==> src/rtl/assemble_pkg.sv <==
// Shared types for the byte-to-block assembler and its downstream serializer.
//   asm_state_t      : FILL (collecting bytes) / HOLD (block presented)
//   BLOCK_BYTES_DEF  : default bytes per block
//   BYTE_W_DEF       : default bits per byte
//   block_t          : packed block layout used by both the assembler and the serializer
package assemble_pkg;

  typedef enum logic {FILL, HOLD} asm_state_t;

  localparam int BLOCK_BYTES_DEF = 16;
  localparam int BYTE_W_DEF      = 8;

  typedef logic [BLOCK_BYTES_DEF-1:0][BYTE_W_DEF-1:0] block_t;

endpackage

==> src/rtl/assemble_block_pad_fill.sv <==
// pad_fill: combinational padder for a partially filled block.
// Data occupies the top i_count slots (index BLOCK_BYTES-1 downward). Every slot
// below that is overwritten with the pad value.
// Build option ASSEMBLE_BLOCK_PKCS7_EN:
//   defined   : pad byte = BLOCK_BYTES - i_count (PKCS#7); an empty flush is allowed
//   undefined : pad byte = 0x00; an empty flush must be ignored
// Ports:
//   i_block    in   current block including any byte accepted this cycle
//   i_count    in   byte count after that accept
//   o_block    out  padded block
//   o_empty_ok out  1 if a flush with no data bytes produces a block
module pad_fill
  import assemble_pkg::*;
#(
  parameter int BLOCK_BYTES = BLOCK_BYTES_DEF,
  parameter int BYTE_W      = BYTE_W_DEF,
  parameter int CW          = $clog2(BLOCK_BYTES) + 1
) (
  input  logic [BLOCK_BYTES-1:0][BYTE_W-1:0] i_block,
  input  logic [CW-1:0]                      i_count,
  output logic [BLOCK_BYTES-1:0][BYTE_W-1:0] o_block,
  output logic                               o_empty_ok
);

  logic [BYTE_W-1:0] w_pad;

`ifdef ASSEMBLE_BLOCK_PKCS7_EN
  // Pad value is the number of pad bytes; BLOCK_BYTES <= 255 keeps it in a byte.
  assign w_pad      = BYTE_W'(BLOCK_BYTES - int'(i_count));
  assign o_empty_ok = 1'b1;
`else
  assign w_pad      = '0;
  assign o_empty_ok = 1'b0;
`endif

  // Slot i is padding when it lies below the last data byte: i < BLOCK_BYTES - count.
  always_comb begin
    o_block = i_block;
    for (int i = 0; i < BLOCK_BYTES; i++) begin
      if (i + int'(i_count) < BLOCK_BYTES) o_block[i] = w_pad;
    end
  end

endmodule

==> src/rtl/assemble_block.sv <==
// assemble_block: packs a byte stream into one BLOCK_BYTES block, first byte at the
// highest index, and holds the finished block under valid/ready until taken.
// Padding behaviour depends on ASSEMBLE_BLOCK_PKCS7_EN (handled inside pad_fill).
// Ports:
//   clk_in          in   clock
//   rst_in          in   synchronous reset, active-low
//   byte_in         in   input byte
//   byte_valid_in   in   byte_in valid
//   byte_ready_out  out  byte accepted this cycle when valid
//   flush_in        in   close a partial block (pad and present it)
//   block_out       out  packed block [BLOCK_BYTES-1:0][BYTE_W-1:0]
//   block_valid_out out  block_out complete and stable
//   block_ready_in  in   downstream takes block_out this cycle
//   byte_count_out  out  bytes currently stored, 0..BLOCK_BYTES
// BLOCK_BYTES must be a power of two, at least 2.
module assemble_block
  import assemble_pkg::*;
#(
  parameter int BLOCK_BYTES = BLOCK_BYTES_DEF,
  parameter int BYTE_W      = BYTE_W_DEF
) (
  input  logic                                 clk_in,
  input  logic                                 rst_in,
  input  logic [BYTE_W-1:0]                    byte_in,
  input  logic                                 byte_valid_in,
  output logic                                 byte_ready_out,
  input  logic                                 flush_in,
  output logic [BLOCK_BYTES-1:0][BYTE_W-1:0]   block_out,
  output logic                                 block_valid_out,
  input  logic                                 block_ready_in,
  output logic [$clog2(BLOCK_BYTES):0]         byte_count_out
);

  localparam int CW = $clog2(BLOCK_BYTES) + 1;

  asm_state_t                        r_state;
  logic [BLOCK_BYTES-1:0][BYTE_W-1:0] r_block;
  logic [CW-1:0]                     r_count;
  // Low only in the cycle(s) of reset, so ready rises one edge after reset ends.
  logic                              r_live;

  asm_state_t                        w_state_nxt;
  logic [BLOCK_BYTES-1:0][BYTE_W-1:0] w_block_nxt;
  logic [CW-1:0]                     w_count_nxt;
  logic                              w_acc;
  logic [BLOCK_BYTES-1:0][BYTE_W-1:0] w_blk_data;
  logic [BLOCK_BYTES-1:0][BYTE_W-1:0] w_blk_pad;
  logic [CW-1:0]                     w_cnt_data;
  logic                              w_empty_ok;

  assign byte_ready_out  = r_live && (r_state == FILL);
  assign block_valid_out = (r_state == HOLD);
  assign block_out       = r_block;
  assign byte_count_out  = r_count;

  assign w_acc      = byte_valid_in && byte_ready_out;
  assign w_cnt_data = r_count + CW'(w_acc);

  // Block with this cycle's byte written at index BLOCK_BYTES-1-count.
  always_comb begin
    w_blk_data = r_block;
    if (w_acc) begin
      for (int i = 0; i < BLOCK_BYTES; i++) begin
        if (CW'(BLOCK_BYTES - 1 - i) == r_count) w_blk_data[i] = byte_in;
      end
    end
  end

  // Padding sees the post-accept block so a byte arriving with flush is kept.
  pad_fill #(
    .BLOCK_BYTES (BLOCK_BYTES),
    .BYTE_W      (BYTE_W),
    .CW          (CW)
  ) u_pad (
    .i_block    (w_blk_data),
    .i_count    (w_cnt_data),
    .o_block    (w_blk_pad),
    .o_empty_ok (w_empty_ok)
  );

  always_comb begin
    w_state_nxt = r_state;
    w_block_nxt = r_block;
    w_count_nxt = r_count;
    case (r_state)
      FILL: begin
        if (r_live) begin
          w_block_nxt = w_blk_data;
          w_count_nxt = w_cnt_data;
          if (w_cnt_data == CW'(BLOCK_BYTES)) begin
            // Full by data alone; a simultaneous flush has nothing to pad.
            w_state_nxt = HOLD;
          end else if (flush_in && ((w_cnt_data != '0) || w_empty_ok)) begin
            w_block_nxt = w_blk_pad;
            w_count_nxt = CW'(BLOCK_BYTES);
            w_state_nxt = HOLD;
          end
        end
      end
      HOLD: begin
        if (block_ready_in) begin
          w_state_nxt = FILL;
          w_block_nxt = '0;
          w_count_nxt = '0;
        end
      end
    endcase
  end

  always_ff @(posedge clk_in) begin
    if (!rst_in) begin
      r_state <= FILL;
      r_block <= '0;
      r_count <= '0;
      r_live  <= 1'b0;
    end else begin
      r_state <= w_state_nxt;
      r_block <= w_block_nxt;
      r_count <= w_count_nxt;
      r_live  <= 1'b1;
    end
  end

endmodule
==> config.mk <==
export PLATFORM = sky130hd
export DESIGN_NAME = assemble_block
export DESIGN_NICKNAME = d
export VERILOG_FILES = /design/src/rtl/assemble_pkg.sv /design/src/rtl/assemble_block_pad_fill.sv /design/src/rtl/assemble_block.sv
export SDC_FILE = /design/constraint.sdc
export NUM_CORES = 1
export LEC_CHECK = 0
export ABC_AREA = 0
export ABC_CLOCK_PERIOD_IN_PS = 7340
export CAP_MARGIN = 30
export CORE_MARGIN = 10
export CORE_UTILIZATION = 35
export CTS_CLUSTER_DIAMETER = 100
export DETAILED_ROUTE_END_ITERATION = 16
export SLEW_MARGIN = 0
export SYNTH_ARGS = -nofsm -noshare
export SYNTH_HDL_FRONTEND = slang
export SYNTH_SLANG_ARGS = --single-unit
==> constraint.sdc <==
create_clock -name clk_in -period 7.34 [get_ports clk_in]
set_input_delay 1.835 -clock clk_in [delete_from_list [all_inputs] [get_ports clk_in]]
set_output_delay 1.835 -clock clk_in [all_outputs]
set_load 0.05 [all_outputs]
==> results.sh, run 1 <==
export IMPL_status="complete, no violations"
export IMPL_synthCells=568
export IMPL_synth_edf_count=0
export IMPL_finalSetupViolations=0
export IMPL_io_buffers=147
export IMPL_clkTransAtPathRegs_ns=0.06
export IMPL_relSlewSlack_pct=36.68
export IMPL_grtUsageTotal_pct=17.57
export IMPL_layout_drive_gt1_share_pct=9.168
export IMPL_areaGrowthSynthToFinish_pct=38.47
export IMPL_slowest_delay_ns=0.68
export IMPL_synthTopCellsByCount="135 x dfxtp_1, 67 x nand2_1, 40 x a32o_1"
export IMPL_vias=5157
export IMPL_worst_clock_skew_ns=0.01303
export IMPL_slew_violations=0
export IMPL_dr_first_iter_drc_count=289
export IMPL_ys_ff_latch=135
export IMPL_timing_fmax_mhz=216.0
export IMPL_clock_sinks=135
export IMPL_rr_startpoint="block_valid_out"
export IMPL_endpoint="block_out[76]"
export IMPL_synth_top_area_share_pct=48.23
export IMPL_reg2reg_slack_ns=3.49
export IMPL_async_reset_ff_share_pct=0
export IMPL_synthTopCellsByArea="dfxtp_1 48%, a32o_1 7.1%, nand2_1 4.5%, o22ai_1 3.8%, o2bb2ai_1 3.6%"
export IMPL_final_net_count=713
export IMPL_grt_pass1_wl_mm=30.15
export IMPL_cts_resized=0
export IMPL_placementRows=46
export IMPL_grt_use_met3_pct=6.088
export IMPL_syn_area_per_cell_um2=9.866
export IMPL_vias_per_cell=5.575
export IMPL_cp_slowest_cell="mux2i_2"
export IMPL_grt_overflow=0
export IMPL_die_w_um=146.5
export IMPL_design_area_mm2=0.007760
export IMPL_clock_latency_ns=0.42
export IMPL_rr_endpoint="block_out[76]"
export IMPL_grt_busiest_layer="met2"
export IMPL_rr_worst_depth=10
export IMPL_placed_area_mm2=0.007184
export IMPL_drc=0
export IMPL_min_path_type="flop to flop"
export IMPL_core_mm2=0.01577
export IMPL_timing_final_crit_share_pct=63.07
export IMPL_cts_root_buf="clkbuf_16"
export IMPL_yosysMostFrequentCell="dfxtp_1"
export IMPL_place_congestion=0.8885
export IMPL_min_period_ns=4.629
export IMPL_hpwl_mm=14.01
export IMPL_io_pins=148
export IMPL_tightest_slew_ns=0.9426
export IMPL_worstPathArrival_ns=4.99
export IMPL_grt_use_met2_pct=27.96
export IMPL_grt_max_degree=65
export IMPL_p_per_area_mw_per_mm2=220.9
export IMPL_irDropWorstVdd_v=0.0001647
export IMPL_synth_cell_area_mm2=0.005604
export IMPL_setup_tns_ns=0
export IMPL_nFillCells=1463
export IMPL_globalRouteMet1Util_pct=21.93
export IMPL_rsz0062_at_grt="no"
export IMPL_start_kind="primary input"
export IMPL_synth_nets=584
export IMPL_diodes=0
export IMPL_clock_path_buffers=2
export IMPL_cts_max_level=4
export IMPL_end_kind="flop"
export IMPL_critical_path_class="primary input to flop"
export IMPL_postCtsSetupRepairBufs=0
export IMPL_drtAntennaViolNets=0
export IMPL_cts_hold_buf=0
export IMPL_grt_pass1_vias=5126
export IMPL_yosys_area_top_type="dfxtp_1"
export IMPL_die_area_mm2=0.02147
export IMPL_max_cap_violations=0
export IMPL_ys_seq_area_share_pct=48.23
export IMPL_hold_viol_final=0
export IMPL_die_y_um=146.5
export IMPL_antenna_found_initial=0
export IMPL_synth_distinct_cells=70
export IMPL_yosys_warnings=0
export IMPL_synthFlopType="dfxtp_1"
export IMPL_crit_top_cell="ha_1"
export IMPL_cp_max_fo=12
export IMPL_path_cells="clkdlybuf4s50_1 -> and2_1 -> ha_1 -> ha_1 -> and3_2 -> mux2i_2 -> nor3_1 -> nor2_1 -> a32o_1"
export IMPL_cp_data_required_time_ns=7.70
export IMPL_power_total_mw=1.714
export IMPL_initial_core_util_pct=35.54
export IMPL_wl_mm=19.43
export IMPL_wl_per_cell_um=21.00
export IMPL_p_leak_nw=2.603
export IMPL_cts_tree="yes"
export IMPL_dr_pass1_iters=4
export IMPL_cts_made_buffers=17
export IMPL_startpoint="byte_valid_in"
worst min-delay path by stage:
stage                   from       endpoint  slack, ns  depth (start not counted)
6_report       block_out[48]  block_out[48]       0.46                          2
5_1_grt        block_out[63]  block_out[63]       0.48                          1
4_1_cts        block_out[48]  block_out[48]       0.46                          2
3_5_place_dp   block_out[48]  block_out[48]       0.45                          2
3_3_place_gp   block_out[75]  block_out[75]       0.45                          1
2_1_floorplan  block_out[48]  block_out[48]       0.67                          2
final cells by class:
class / count / area [um2] / area share, %
tap: 216 / 270.3 / 3.483
inverter: 2 / 7.507 / 0.09674
clock inverter: 8 / 97.59 / 1.258
sequential: 135 / 2703 / 34.83
multi-input combinational: 391 / 2713 / 34.96
timing repair buffer: 150 / 1491 / 19.22
clock buffer: 23 / 478.0 / 6.159
stage by stage:
stage / hold WS (ns) / std cells / worst slack (ns) / util, %
2_1_floorplan: 0.6743 / 568 / 3.258 / -
3_3_place_gp: 0.4496 / 894 / 2.385 / 45.56
3_5_place_dp: 0.4498 / 894 / 2.333 / 45.56
4_1_cts: 0.4573 / 925 / 2.741 / 49.21
5_1_grt: 0.4840 / 925 / 2.507 / 49.21
6_report: 0.4580 / 925 / 2.711 / 49.21
cell usage in the layout, fill, tap and decap left out, drive strengths merged, types with 17 or more instances in the layout:
cell type        n
clkbuf          23
a32o            40
clkdlybuf4s50  146
dfxtp          135
o22ai           34
nand2           67
nand3           33
o21ai           26
o2bb2ai         23
nor2            23
a21boi          17
flip-flops by register name, summed over array words and instances (netlist names):
| signal | count |
|---|---|
| block_valid_out | 1 |
| block_out | 128 |
| byte_count_out | 5 |
| r_live | 1 |
critical path, delay by kind of cell:
family / cells / cell delay (ns)
simple gates: 4 / 1.16
mux: 1 / 0.68
buf+inv: 1 / 0.58
fa+ha+maj: 2 / 0.48
compound gates: 1 / 0.26
cell families (layout without fill, tap and decap cells):
| family | count (synthesis) | count (layout) | share of synthesized area, % |
|---|---|---|---|
| compound gates | 182 | 182 | 25.94 |
| flops | 135 | 135 | 48.23 |
| mux | 7 | 7 | 1.406 |
| xor+xnor | 5 | 5 | 1.050 |
| buf+inv | 42 | 183 | 3.371 |
| simple gates | 194 | 194 | 19.33 |
| fa+ha+maj | 3 | 3 | 0.6699 |
per-layer routing:
| metal | vias to the layer above | routed length (um) |
|---|---|---|
| li1 | 2420 | - |
| met1 | 2487 | 8640 |
| met2 | 230 | 9015 |
| met3 | 20 | 1560 |
| met4 | 0 | 210 |
| met5 | - | 0 |
power by group:
| part | leakage [nW] | internal (mW) | switching [mW] |
|---|---|---|---|
| sequential | 1.09 | 0.736 | 0.00584 |
| clock | 0.275 | 0.523 | 0.310 |
| combinational | 1.24 | 0.0377 | 0.102 |
Note: power is estimated with default switching activity, not from simulation.
==> run 2: changes to the inputs <==
Settings changed: ABC_CLOCK_PERIOD_IN_PS 7340 to 3900.
Clock period 7.34 ns to 3.9 ns, I/O delays scaled along.
==> run 2 against run 1 <==
Clock-buffer cell count increased by 1; total power grew 93%; sequential power rose by 89%; flip-flop and latch count is the same; combinational power increased by 100%; critical path type unchanged; largest cell class unchanged; largest power group unchanged.
==> results.sh, run 2 (same netlist as run 1, synthesis figures left out) <==
export IMPL_cts_hold_buf=0
export IMPL_drtAntennaViolNets=0
export IMPL_grt_pass1_wl_mm=30.60
export IMPL_tightest_slew_ns=0.7800
export IMPL_end_kind="flop"
export IMPL_clock_latency_ns=0.42
export IMPL_worstPathArrival_ns=3.64
export IMPL_layout_drive_gt1_share_pct=11.76
export IMPL_die_w_um=146.5
export IMPL_irDropWorstVdd_v=0.0002765
export IMPL_relSlewSlack_pct=47.45
export IMPL_cts_tree="yes"
export IMPL_place_congestion=0.8436
export IMPL_antenna_found_initial=0
export IMPL_hold_ws_ns=0.4542
export IMPL_max_cap_violations=0
export IMPL_vias_per_cell=5.541
export IMPL_globalRouteMet1Util_pct=22.24
export IMPL_core_mm2=0.01577
export IMPL_wl_per_cell_um=20.79
export IMPL_grt_use_met3_pct=5.655
export IMPL_final_cell_mix="146 x clkdlybuf4s50_1, 135 x dfxtp_1, 67 x nand2_1, 40 x a32o_1, 34 x o22ai_1"
export IMPL_cp_max_fo=12
export IMPL_start_kind="primary input"
export IMPL_grt_overflow=0
export IMPL_cp_data_required_time_ns=4.17
export IMPL_largest_reg_flops=128
export IMPL_timing_final_crit_share_pct=86.44
export IMPL_grt_pass1_vias=5258
export IMPL_cts_max_level=4
export IMPL_status="complete, no violations"
export IMPL_worst_clock_skew_ns=0.004777
export IMPL_postCtsSetupRepairBufs=0
export IMPL_grt_max_degree=65
export IMPL_hpwl_mm=14.23
export IMPL_setup_tns_ns=0
export IMPL_diodes=0
export IMPL_cts_resized=0
export IMPL_initial_core_util_pct=35.54
export IMPL_p_per_area_mw_per_mm2=416.9
export IMPL_timing_fmax_mhz=296.6
export IMPL_rsz0062_at_grt="no"
export IMPL_clock_sinks=135
export IMPL_power_total_mw=3.317
export IMPL_io_buffers=147
export IMPL_cts_root_buf="clkbuf_16"
export IMPL_die_area_mm2=0.02147
export IMPL_p_leak_nw=2.724
export IMPL_min_path_type="flop to flop"
export IMPL_io_pins=148
export IMPL_die_y_um=146.5
export IMPL_critical_path_class="primary input to flop"
export IMPL_grt_use_met2_pct=28.28
export IMPL_drc=0
export IMPL_clkTransAtPathRegs_ns=0.06
export IMPL_hold_viol_final=0
export IMPL_grtUsageTotal_pct=17.71
export IMPL_final_net_count=734
export IMPL_grt_busiest_layer="met2"
export IMPL_dr_first_iter_drc_count=353
export IMPL_cts_made_buffers=17
export IMPL_finalSetupViolations=0
export IMPL_areaGrowthSynthToFinish_pct=41.97
export IMPL_clock_path_buffers=2
export IMPL_wl_mm=19.69
export IMPL_dr_pass1_iters=5
export IMPL_slew_violations=0
export IMPL_placementRows=46
export IMPL_final_common_cell="clkdlybuf4s50_1"
export IMPL_min_period_ns=3.371
export IMPL_vias=5247
## run 2: final cells by class
cell class / instances / area (um2)
repair buffers: 171 / 1662
clock buffers: 24 / 481.7
clock inverters: 8 / 120.1
flip-flops and latches: 135 / 2703
fillers: 1465 / 7814
well taps: 216 / 270.3
multi-input cells: 391 / 2713
inverters: 2 / 7.507
## run 2: critical path, cell delays in order
cell	delay [ns]
clkdlybuf4s50_1	0.48
and2_1	0.17
ha_1	0.15
ha_1	0.31
and3_2	0.29
mux2_4	0.27
nand3_1	0.15
o21ai_0	0.66
o21ai_0	0.17
## run 2: stage by stage
| step | utilization [%] | worst slack, ns | cell area (um2) | std cells |
|---|---|---|---|---|
| 2_1_floorplan | - | 0.08206 | 5605 | 568 |
| 3_3_place_gp | 46.64 | 0.2036 | 7355 | 915 |
| 3_5_place_dp | 46.64 | 0.1247 | 7355 | 915 |
| 4_1_cts | 50.45 | 0.5425 | 7956 | 947 |
| 5_1_grt | 50.45 | 0.3051 | 7956 | 947 |
| 6_report | 50.45 | 0.5288 | 7956 | 947 |
## run 2: worst paths after layout
kind | startpoint | to | slack [ns] | cells after the start
max reg2reg | block_valid_out | block_out[82] | 0.71 | 10
max | byte_valid_in | block_out[82] | 0.53 | 9
min | block_out[50] | block_out[50] | 0.45 | 2
min reg2reg | block_out[50] | block_out[50] | 0.45 | 2
## run 2: per-layer routing
metal	vias up	wire, um
met1	2548	8892
met3	24	1543
met2	209	8949
li1	2466	-
met4	0	302
met5	-	0
## run 2: power breakdown
group	total, mW	internal (mW)	switching (mW)	leakage (nW)
clock network	1.64	1.05	0.583	0.290
registers	1.40	1.39	0.0109	1.09
logic	0.285	0.0871	0.198	1.35
total	3.32	2.53	0.792	2.72
==> patch: new RTL, flow settings as in run 2 <==
Change the package constant `BYTE_W_DEF` from 8 to 9.
--- a/src/rtl/assemble_pkg.sv
+++ b/src/rtl/assemble_pkg.sv
@@ -8,7 +8,7 @@
   typedef enum logic {FILL, HOLD} asm_state_t;
 
   localparam int BLOCK_BYTES_DEF = 16;
-  localparam int BYTE_W_DEF      = 8;
+  localparam int BYTE_W_DEF      = 9;
 
   typedef logic [BLOCK_BYTES_DEF-1:0][BYTE_W_DEF-1:0] block_t;
 
Interface: changed (resized block_out and byte_in); port bits go from 148 to 165. No check against the original RTL was run, so the function may have changed too.
==> patch against run 2 <==
- design area up 12%
- global-route usage increased by 0.59 points
- clock power is 8% higher
- synthesized cell count is 15% higher
- sequential cell count up 16
- worst setup slack got worse by 0.071 ns
- count of clock-buffer cells in the layout shrank 7
- clock skew grew 0.0049 ns
- routed wire length is 14% higher
- area after synthesis up 13%
- total power increased by 9.4%
- critical path type unchanged
==> patch: results (changes against run 2) <==
metric,value,unit,change
Post-synth top cells,"151 x dfxtp_1, 98 x nand2_1, 45 x a22o_1, 36 x o22ai_1, 31 x nor2_1",,
Place WS,0.06025,ns,-0.06443 ns
comb_multi_in,448,,+15%
Tap Count,229,,+6.0%
Arrival @ worst endpoint,3.80,ns,+0.16 ns
routed length per placed instance,21.11,µm,+1.5%
Clock Skew,0.009648,ns,+0.004871 ns
Min-Delay Endpoint,block_out[19]$_SDFFE_PN0P_,,
Final #Nets,841,,+15%
non-clk buf share,20.84,%,-0.045 points
number of non-clock inverters in the layout,12,,+10
number of global-route vias before repair,6002,,+14%
reg2reg end,block_out[11]$_SDFFE_PN0P_,,
hold slack,0.4706,ns,+0.01646 ns
clk cell area share,7.077,%,-0.49 points
top post-synthesis cells by area,"dfxtp_1 48%, a22o_1 6.2%, nand2_1 5.8%",,
share of the clock period used by the worst path,88.27,%,+1.8 points
area of the multi-input gates,3094,µm²,+14%
worst-path fanout max,9,,-3
largest net degree at the start of global routing,68,,+4.6%
HP Start,block_out[19]$_SDFFE_PN0P_,,
gr usage total,18.30,%,+0.59 points
leak pwr,3.061,nW,+12%
Worst R2R Path Depth,11,,+1
Post-Synth Adder-Cell Area,0.5909,%,-0.079 points
outcome,"complete, no violations",,
multiplexer share of the synthesized area,0.8470,%,-0.56 points
==> patch: cell types whose count changed in the layout (fill, tap and decap cells not counted), sizes merged, moves of 10 or more <==
cell and delta:
a22o +45, a32o -33, nand2 +32, a211oi +17, clkdlybuf4s50 +17, inv +17, nand3 -17, dfxtp +16
o31ai +11, nor3b -10
==> patch: power breakdown <==
| group | internal, mW | switching [mW] | leakage, nW | total [mW] |
|---|---|---|---|---|
| Combinational | 0.0871 | 0.218 | 1.55 | 0.305 |
| Clock | 1.03 | 0.732 | 0.297 | 1.77 |
| Sequential | 1.55 | 0.00867 | 1.22 | 1.56 |
==> patch: through the flow <==
step,cells,util [%]
2_1_floorplan,655,-
3_3_place_gp,1034,46.44
3_5_place_dp,1034,46.44
4_1_cts,1066,49.97
5_1_grt,1066,49.97
6_report,1066,49.97
==> patch: metal layers <==
layer  track usage, %  share of wire, %
met4            5.173               1.1
met5                0                 0
met2            29.36                46
met1            22.88                45
met3            6.045               8.1
